**src/rtl/riscv_ctrl_pkg.sv**
```systemverilog
// Shared encodings for the multi-cycle control FSM: opcodes, states,
// ALU control codes and datapath select encodings.
package riscv_ctrl_pkg;

   localparam logic [6:0] OP_LW  = 7'b0000011;
   localparam logic [6:0] OP_SW  = 7'b0100011;
   localparam logic [6:0] OP_R   = 7'b0110011;
   localparam logic [6:0] OP_I   = 7'b0010011;
   localparam logic [6:0] OP_BR  = 7'b1100011;
   localparam logic [6:0] OP_JAL = 7'b1101111;

   typedef enum logic [3:0] {
      S_FETCH, S_DECODE, S_MEMADR, S_MEMREAD, S_MEMWB, S_MEMWRITE,
      S_EXECR, S_EXECI, S_ALUWB, S_BRANCH, S_JAL, S_TRAP
   } state_t;

   typedef enum logic [1:0] {AM_ADD, AM_SUB, AM_FR, AM_FI} alu_mode_t;

   localparam logic [2:0] ALU_ADD = 3'b000;
   localparam logic [2:0] ALU_SUB = 3'b001;
   localparam logic [2:0] ALU_AND = 3'b010;
   localparam logic [2:0] ALU_OR  = 3'b011;
   localparam logic [2:0] ALU_SLT = 3'b101;

   localparam logic [1:0] RES_ALUOUT = 2'b00;
   localparam logic [1:0] RES_MEM    = 2'b01;
   localparam logic [1:0] RES_ALU    = 2'b10;

   localparam logic [1:0] SRCA_PC    = 2'b00;
   localparam logic [1:0] SRCA_OLDPC = 2'b01;
   localparam logic [1:0] SRCA_RS1   = 2'b10;

   localparam logic [1:0] SRCB_RS2   = 2'b00;
   localparam logic [1:0] SRCB_IMM   = 2'b01;
   localparam logic [1:0] SRCB_FOUR  = 2'b10;

endpackage

```
**src/rtl/multicycle_control_alu_decoder.sv**
```systemverilog
// Combinational ALU control decoder: fixed add/sub or funct-driven
// selection for R-type and I-type, flagging unsupported funct codes.
module alu_decoder
   import riscv_ctrl_pkg::*;
(
   input  alu_mode_t   mode,
   input  logic [2:0]  funct3,
   input  logic        funct7_5,
   output logic [2:0]  alu_control,
   output logic        funct_illegal
);

   always_comb begin
      alu_control   = ALU_ADD;
      funct_illegal = 1'b0;
      case (mode)
         AM_ADD: alu_control = ALU_ADD;
         AM_SUB: alu_control = ALU_SUB;
         AM_FR: begin
            case ({funct7_5, funct3})
               4'b0000: alu_control = ALU_ADD;
               4'b1000: alu_control = ALU_SUB;
               4'b0111: alu_control = ALU_AND;
               4'b0110: alu_control = ALU_OR;
               4'b0010: alu_control = ALU_SLT;
               default: funct_illegal = 1'b1;
            endcase
         end
         AM_FI: begin
            // Immediate forms have no sub, so funct7_5 carries no meaning here.
            case (funct3)
               3'b000:  alu_control = ALU_ADD;
               3'b111:  alu_control = ALU_AND;
               3'b110:  alu_control = ALU_OR;
               3'b010:  alu_control = ALU_SLT;
               default: funct_illegal = 1'b1;
            endcase
         end
         default: alu_control = ALU_ADD;
      endcase
   end

endmodule

```
**src/rtl/multicycle_control.sv**
```systemverilog
// Moore-style multi-cycle control FSM sequencing a shared-ALU, shared-memory
// datapath through fetch/decode/execute/memory/writeback, with illegal trapping.
module multicycle_control
   import riscv_ctrl_pkg::*;
#(
   parameter bit MEM_HANDSHAKE   = 1'b1,
   parameter bit TRAP_ON_ILLEGAL = 1'b1
) (
   input  logic       clk,
   input  logic       reset,
   input  logic [6:0] opcode,
   input  logic [2:0] funct3,
   input  logic       funct7_5,
   input  logic       zero,
   input  logic       mem_ready,
   output logic       PCWrite,
   output logic       AdrSrc,
   output logic       MemWrite,
   output logic       IRWrite,
   output logic       RegWrite,
   output logic [1:0] ResultSrc,
   output logic [1:0] ALUSrcA,
   output logic [1:0] ALUSrcB,
   output logic [2:0] ALUControl,
   output logic       instr_done,
   output logic       illegal
);

   state_t    state_q, state_d;
   logic      illegal_q, illegal_d;
   alu_mode_t alu_mode;
   logic      funct_illegal;
   logic      ready;
   logic      pc_write, mem_write, ir_write, reg_write, done;
   state_t    ill_next;

   assign ready    = MEM_HANDSHAKE ? mem_ready : 1'b1;
   assign ill_next = TRAP_ON_ILLEGAL ? S_TRAP : S_FETCH;

   alu_decoder u_alu_decoder (
      .mode          (alu_mode),
      .funct3        (funct3),
      .funct7_5      (funct7_5),
      .alu_control   (ALUControl),
      .funct_illegal (funct_illegal)
   );

   always_ff @(posedge clk or posedge reset) begin
      if (reset) begin
         state_q   <= S_FETCH;
         illegal_q <= 1'b0;
      end else begin
         state_q   <= state_d;
         illegal_q <= illegal_d;
      end
   end

   always_comb begin
      state_d   = state_q;
      illegal_d = illegal_q;
      alu_mode  = AM_ADD;
      pc_write  = 1'b0;
      mem_write = 1'b0;
      ir_write  = 1'b0;
      reg_write = 1'b0;
      done      = 1'b0;
      AdrSrc    = 1'b0;
      ResultSrc = RES_ALUOUT;
      ALUSrcA   = SRCA_PC;
      ALUSrcB   = SRCB_RS2;
      case (state_q)
         S_FETCH: begin
            ResultSrc = RES_ALU;
            ALUSrcB   = SRCB_FOUR;
            if (ready) begin
               ir_write = 1'b1;
               pc_write = 1'b1;
               state_d  = S_DECODE;
            end
         end
         S_DECODE: begin
            ALUSrcA = SRCA_OLDPC;
            ALUSrcB = SRCB_IMM;
            case (opcode)
               OP_LW, OP_SW: state_d = S_MEMADR;
               OP_R:         state_d = S_EXECR;
               OP_I:         state_d = S_EXECI;
               OP_BR:        state_d = (funct3[2:1] == 2'b00) ? S_BRANCH : ill_next;
               OP_JAL:       state_d = S_JAL;
               default:      state_d = ill_next;
            endcase
         end
         S_MEMADR: begin
            ALUSrcA = SRCA_RS1;
            ALUSrcB = SRCB_IMM;
            state_d = (opcode == OP_LW) ? S_MEMREAD : S_MEMWRITE;
         end
         S_MEMREAD: begin
            AdrSrc = 1'b1;
            if (ready) state_d = S_MEMWB;
         end
         S_MEMWB: begin
            ResultSrc = RES_MEM;
            reg_write = 1'b1;
            done      = 1'b1;
            state_d   = S_FETCH;
         end
         S_MEMWRITE: begin
            AdrSrc    = 1'b1;
            mem_write = 1'b1;
            if (ready) begin
               done    = 1'b1;
               state_d = S_FETCH;
            end
         end
         S_EXECR: begin
            ALUSrcA  = SRCA_RS1;
            alu_mode = AM_FR;
            state_d  = funct_illegal ? ill_next : S_ALUWB;
         end
         S_EXECI: begin
            ALUSrcA  = SRCA_RS1;
            ALUSrcB  = SRCB_IMM;
            alu_mode = AM_FI;
            state_d  = funct_illegal ? ill_next : S_ALUWB;
         end
         S_ALUWB: begin
            reg_write = 1'b1;
            done      = 1'b1;
            state_d   = S_FETCH;
         end
         S_BRANCH: begin
            ALUSrcA  = SRCA_RS1;
            alu_mode = AM_SUB;
            pc_write = funct3[0] ? ~zero : zero;
            done     = 1'b1;
            state_d  = S_FETCH;
         end
         S_JAL: begin
            ALUSrcA  = SRCA_OLDPC;
            ALUSrcB  = SRCB_FOUR;
            pc_write = 1'b1;
            state_d  = S_ALUWB;
         end
         S_TRAP:  state_d = S_TRAP;
         default: state_d = S_FETCH;
      endcase
      if (state_d == S_TRAP) illegal_d = 1'b1;
   end

   // Strobes are masked while reset is high so nothing is written during or after an abort.
   assign PCWrite    = pc_write  & ~reset;
   assign MemWrite   = mem_write & ~reset;
   assign IRWrite    = ir_write  & ~reset;
   assign RegWrite   = reg_write & ~reset;
   assign instr_done = done      & ~reset;
   assign illegal    = illegal_q;

endmodule

```
**config.mk**
```make
export PLATFORM = sky130hd
export DESIGN_NAME = multicycle_control
export DESIGN_NICKNAME = d
export VERILOG_FILES = /design/src/rtl/riscv_ctrl_pkg.sv /design/src/rtl/multicycle_control_alu_decoder.sv /design/src/rtl/multicycle_control.sv
export SDC_FILE = /design/constraint.sdc
export NUM_CORES = 1
export LEC_CHECK = 0
export BUFFER_PORTS_ARGS = -buffer_cell sky130_fd_sc_hd__buf_2
export CORE_MARGIN = 2
export CORE_UTILIZATION = 50
export CTS_CLUSTER_SIZE = 30
export DETAILED_ROUTE_END_ITERATION = 12
export PLACE_DENSITY = 0.83
export SYNTH_ARGS = -nofsm -noshare
export SYNTH_HDL_FRONTEND = slang
export SYNTH_SLANG_ARGS = --single-unit
```
**constraint.sdc**
```tcl
create_clock -name clk -period 3.14 [get_ports clk]
set_input_delay 0 -clock clk [delete_from_list [all_inputs] [get_ports clk]]
set_output_delay 0 -clock clk [all_outputs]
set_load 0.01 [all_outputs]
```
Yosys cells after proc, flatten, opt, wreduce, memory -nomap -nowiden
Cells that the tools add are included.
W data, S select, Z words.
{"block": "totals", "register_bits": 5, "input_bits": 15, "out_inout_bits": 16, "elab_cells": 79}
{"block": "classes", "eq_ne": 28, "n_mux": 26, "bitwise_logic": 7, "n_reduce_logical": 16}
{"operator": "$pmux W4 S8", "n": 1}
{"operator": "$eq A4 B3 Y1 const B", "n": 6}
{"operator": "$eq A4 B4 Y1 const B", "n": 6}
{"operator": "$pmux W3 S4", "n": 2}
{"operator": "$pmux W4 S5", "n": 1}
{"operator": "$eq A7 B6 Y1 const B", "n": 2}
{"operator": "$eq A7 B7 Y1 const B", "n": 2}
{"operator": "$eq A4 B2 Y1 const B", "n": 3}
{"operator": "$mux W4", "n": 3}
{"operator": "$pmux W2 S2", "n": 3}
{"operator": "$reduce_or A2 Y1", "n": 6}
{"operator": "$pmux W3 S3", "n": 1}
{"operator": "$logic_not A4 Y1", "n": 2}
{"operator": "$mux W1", "n": 8}
{"operator": "$reduce_or A4 Y1", "n": 2}
{"operator": "$eq A7 B2 Y1 const B", "n": 1}
{"operator": "$eq A7 B5 Y1 const B", "n": 1}
{"operator": "$eq A3 B3 Y1 const B", "n": 2}
{"operator": "$pmux W2 S3", "n": 1}
{"operator": "$reduce_or A3 Y1", "n": 2}
{"operator": "$and A1 B1 Y1", "n": 5}
{"operator": "$reduce_or A5 Y1", "n": 1}
{"operator": "$eq A2 B2 Y1 const B", "n": 2}
{"operator": "$eq A4 B1 Y1 const B", "n": 1}
{"operator": "9 further kinds", "n": 13}

Depth between registers and ports, before layout
{"block": "depth", "depth_word": 7, "depth_mapped": 6, "mapped_depth_nobuf": 4}

Modules after synthesis
From an unflattened synthesis, not the netlist that was laid out.
{"block": "hier_totals", "cells_unflattened": 106, "area_unflattened_um2": 730.7}
{"module": "multicycle_control", "n_inst": 1, "cells_per_inst": 91, "area_per_inst_um2": 634.4, "seq_area_each_um2": 125.1}
{"module": "alu_decoder", "n_inst": 1, "cells_per_inst": 15, "area_per_inst_um2": 96.3, "seq_area_each_um2": 0.0}

Worst setup path after synthesis
No wires, ideal clock.
{"block": "synth_path", "path_kind": "register to register", "from": "reg state_q[2]", "to": "reg illegal_q, in the netlist illegal", "t_arrival_ps": 1467, "required_ps": 3039, "setup_slack_ps": 1573, "stages_incl_launch_ff": 6, "path_buffers": 1, "period_less_slack_ps": 1567, "cell_sequence": "dfrtp_1 buf_6 or4b_4 a211oi_2 a211oi_1 o311ai_2"}
{"block": "synth_between", "elab_chain_cells": 7, "elab_cells_between_ends": 21, "cone_classes": "eq/ne (12); mux (7); reduce/logical (2)"}
{"element": "from (decl)", "line": "multicycle_control.sv:29", "source": "state_t state_q, state_d;"}
{"element": "from (signal assigned)", "line": "multicycle_control.sv:53", "source": "state_q <= state_d;"}
{"element": "$eq A4 B4 Y1 / $eq A4 B3 Y1 (equally long branches)", "line": "multicycle_control.sv:71", "source": "case (state_q)"}
{"element": "$pmux W2 S3", "line": "multicycle_control.sv:71"}
{"element": "$eq A2 B2 Y1", "line": "multicycle_control_alu_decoder.sv:16", "source": "case (mode)"}
{"element": "$pmux W1 S2", "line": "multicycle_control_alu_decoder.sv:16"}
{"element": "$mux W2", "line": "multicycle_control.sv:119, multicycle_control.sv:125"}
{"element": "$pmux W4 S8 *", "line": "multicycle_control.sv:71"}
{"element": "$eq A4 B4 Y1 *", "line": "multicycle_control.sv:148", "source": "if (state_d == S_TRAP) illegal_d = 1'b1;"}
{"element": "to (signal assigned)", "line": "multicycle_control.sv:54", "source": "illegal_q <= illegal_d;"}
{"element": "to (decl)", "line": "multicycle_control.sv:30", "source": "logic illegal_q, illegal_d;"}
Mark *: on every way between the ends. The rest lies on a longest branch, timed or not.
A chain may end at the register's enable or synchronous reset.

Worst setup path after layout
{"block": "layout_path", "from": "reg state_q[2]", "to": "out RegWrite"}
{"block": "layout_between", "elab_chain_cells": 4, "elab_cells_between_ends": 5, "cone_classes": "eq/ne (2); mux (1); bitwise (1); reduce/logical (1)"}
{"element": "$eq A4 B4 Y1 / $eq A4 B3 Y1 (equally long branches)", "line": "multicycle_control.sv:71"}
{"element": "$reduce_or A2 Y1 (no source line) *"}
{"element": "$mux W1 *", "line": "multicycle_control.sv:71"}
{"element": "$and A1 B1 Y1 *", "line": "multicycle_control.sv:155", "source": "assign RegWrite = reg_write & ~reset;"}
{"element": "to (decl)", "line": "multicycle_control.sv:20", "source": "output logic RegWrite,"}
Marked as above.

==> Flow_metrics.wiki <==
{| class="wikitable"
! Metric !! Value
|-
| Yosys cell types || 44
|-
| Most frequently used flop master after synthesis || sky130_fd_sc_hd__dfrtp_1
|-
| Commonest cells after routing, fill and taps aside || sky130_fd_sc_hd__buf_2 (30), sky130_fd_sc_hd__nor2_1 (10), sky130_fd_sc_hd__nand2b_1 (9), sky130_fd_sc_hd__nand2_1 (8)
|-
| Total wirelength of the detailed-routed design || 1890 um
|-
| CTS Buf Count || 3
|-
| Worst hold margin || 0.198 ns
|-
| WL met3 || 122 um
|-
| Die Outline Area || 1770 um^2
|-
| Wire length of the first global-routing pass || 3300 um
|-
| Slew Viols, Final || 0
|-
| Number of cells in the finished layout apart from fillers || 146
|-
| Drt first-iter violations || 21
|-
| Netlist area before placement || 724 um^2
|-
| FFs w/ async S/R, synth || 100%
|-
| Worst hold path class || primary input to register
|-
| Cell taking the most area after synthesis || sky130_fd_sc_hd__dfrtp_1
|-
| Pin count of the biggest net entering global routing || 21
|-
| Starting density of the core || 54.3%
|-
| Worst Setup Slack, final || 1.28 ns
|-
| Run status || completed
|-
| CTS clk-pin slew, worst paths || 0.04 ns
|-
| Number of synthesized register bits || 5
|-
| Top cells by area, synth || sky130_fd_sc_hd__dfrtp_1 (17%), sky130_fd_sc_hd__nand2b_1 (7.8%), sky130_fd_sc_hd__nor2_1 (5.2%), sky130_fd_sc_hd__nor3_1 (4.8%), sky130_fd_sc_hd__a21oi_1 (4.1%)
|-
| Drt drc || 0
|-
| DR WL/cell || 12.9 um
|-
| Std cell rows || 13
|-
| Number of buffers inserted by post-CTS setup repair || 0
|-
| Layout-stage area growth over the synthesis result || 23.5%
|-
| Startpoint type of the worst setup path || register
|-
| Xor and xnor area share after synthesis || 2.42%
|-
| Antenna violations before repair || 0
|-
| Total global routing overflow || 0
|-
| Clock latency on the worst-skew pair || 0.24 ns
|-
| Post-cts repair resize count || 0
|-
| Wire length on met1 || 802 um
|-
| Worst IR drop on VDD || 0.358 mV
|-
| Post-route clock period utilization || 59.4%
|-
| Die height || 42.1 um
|-
| Gpl congestion || 0.914
|-
| Vias post-DR || 872
|-
| IO Count || 31
|-
| Leading cell type in the layout, fill and taps excluded || sky130_fd_sc_hd__buf_2
|-
| Slew at the pin closest to its max-slew limit || 0.563 ns
|-
| Arithmetic-cell share of the synthesized area counting full adders, half adders and majority gates || 0%
|-
| Number of antenna diodes || 0
|-
| Share of layout cells above drive strength 1 || 29.8%
|-
| Highest Signal Layer || met4
|-
| Min Tclk post-route || 1.86 ns
|-
| RSZ-0062 raised after global routing || no
|-
| Net total in the final layout || 147
|-
| Total core area || 1330 um^2
|-
| Relative slew slack || 62.5%
|-
| Setup_tns || 0 ns
|-
| Detailed-routed wire length on met2 || 947 um
|-
| Count of H-tree levels built during CTS || 1
|-
| Seq/Total Area, Yosys || 17.3%
|-
| Number of nets produced by synthesis || 118
|-
| TritonCTS clock tree || done
|-
| Cell total after placement || 141
|-
| Number of hold-repair buffers added at the cts stage || 1
|-
| Worst Path Class, Setup || register to output port
|-
| ANT nets after route || 0
|-
| Via-per-instance ratio || 5.97
|-
| Count of flip-flops with a built-in enable after synthesis || 0
|-
| Cell area power density || 745 nW/um^2
|-
| Share of the synthesized area in the top cell type || 17.3%
|-
| Post-Synth Simple-Gate Area || 43.7%
|-
| Clk Tree Root Cell || sky130_fd_sc_hd__clkbuf_4
|-
| Worst-path fanout max || 19
|-
| Fill count || 125
|-
| Final number of setup-violating endpoints || 0
|-
| Static leakage || 0.416 nW
|-
| Overall Global Routing Usage || 23.4%
|-
| Max Clock Skew || 0.00350 ns
|-
| Mapped Avg Cell Area || 7.03 um^2
|-
| Mux contribution to synthesized area || 1.38%
|-
| DP Wirelength || 1370 um
|-
| Number of warnings printed during yosys synthesis || 0
|-
| # Max-Cap Violations || 0
|-
| Mapped Cells || 103
|-
| Die Wd || 42.1 um
|-
| Synth Area in Compound Gates || 26.8%
|-
| Crit path DAT || 1.86 ns
|-
| Final standard cell utilization of the core || 67.1%
|-
| Maximum clock rate || 536 MHz
|-
| Maximum root-to-sink buffer count || 2
|-
| Count of endpoints failing hold in the final timing report || 0
|-
| CP Capture Type || output port
|-
| Number of global-route vias before repair || 793
|-
| Critical path required time || 3.14 ns
|-
| Buffers added on ports || 30
|-
| Count of TritonRoute iterations in the first routing pass || 4
|-
| CTS sink cnt || 5
|-
| Worst setup slack before clock tree synthesis || 1.32 ns
|-
| Largest family of logic cells by synthesized area || simple AND/OR/NAND/NOR gates
|}
==> critical path, stage by stage, from the launching register on <==
cell,delay [ns]
sky130_fd_sc_hd__dfrtp_1,0.69
sky130_fd_sc_hd__nand2b_1,0.28
sky130_fd_sc_hd__a2111oi_0,0.45
sky130_fd_sc_hd__buf_2,0.21
==> per-layer routing <==
metal	up-vias	track usage (%)
li1	436	-
met1	393	28.4
met2	41	42.5
met3	2	3.45
met4	0	6.88
met5	-	0
==> state kept, by name, indices dropped and copies added (netlist names) <==
register	count
illegal	1
state_q	4
==> power by group <==
| part | internal, mW | switching, mW | total (mW) |
|---|---|---|---|
| clock | 0.0480 | 0.0258 | 0.0738 |
| sequential | 0.0853 | 0.0949 | 0.180 |
| combinational | 0.185 | 0.227 | 0.412 |
==> cell families after synthesis <==
family / Yosys count
muxes: 1
xor gates and xnor gates: 2
AOI/OAI and AO/OA: 26
DFF: 5
buffers and inverters: 14
and+or+nand+nor: 55
==> cells in the mapped netlist (all sizes together) (2+ instances only) <==
master  instances
or2             2
nor4            3
nor3            7
a21oi           7
o21ai           3
dfrtp           5
clkbuf          5
inv             7
or3b            2
nand3           2
o31ai           2
buf             2
nor2           10
nand2           8
o32ai           2
xnor2           2
nand3b          2
a211oi          3
nand2b          9
==> stage by stage <==
| stage | total power [mW] | cell area, um^2 |
|---|---|---|
| after CTS | 0.662 | 895 |
| after global routing | 0.736 | 895 |
| final | 0.666 | 895 |
| after detailed placement | 0.585 | 858 |
| after global placement | 0.574 | 858 |
| after floorplan | 0.469 | 724 |
==> cell type report <==
cell class                 instances  area (um^2)  area share (%)
timing repair buffer              31          160            17.9
multi-input combinational         84          538            60.1
inverter                           7         26.3            2.94
clock buffer                       4         26.3            2.94
tap                               15         18.8            2.10
sequential                         5          125            14.0
==> final timing paths <==
| check | start | endpoint | slack, ns | cells after the start |
|---|---|---|---|---|
| max | state_q[2]$_DFF_PP0_ | RegWrite | 1.28 | 3 |
| min | opcode[4] | state_q[2]$_DFF_PP0_ | 0.20 | 3 |
| max reg2reg | state_q[1]$_DFF_PP0_ | illegal$_DFFE_PP0N_ | 1.30 | 4 |
| min reg2reg | illegal$_DFFE_PP0N_ | illegal$_DFFE_PP0N_ | 0.47 | 2 |
| max in group asynchronous | reset | state_q[0]$_DFF_PP0_ | 2.71 | 3 |
| min in group asynchronous | reset | illegal$_DFFE_PP0N_ | 0.25 | 3 |
(Power assumes the default switching activity.)
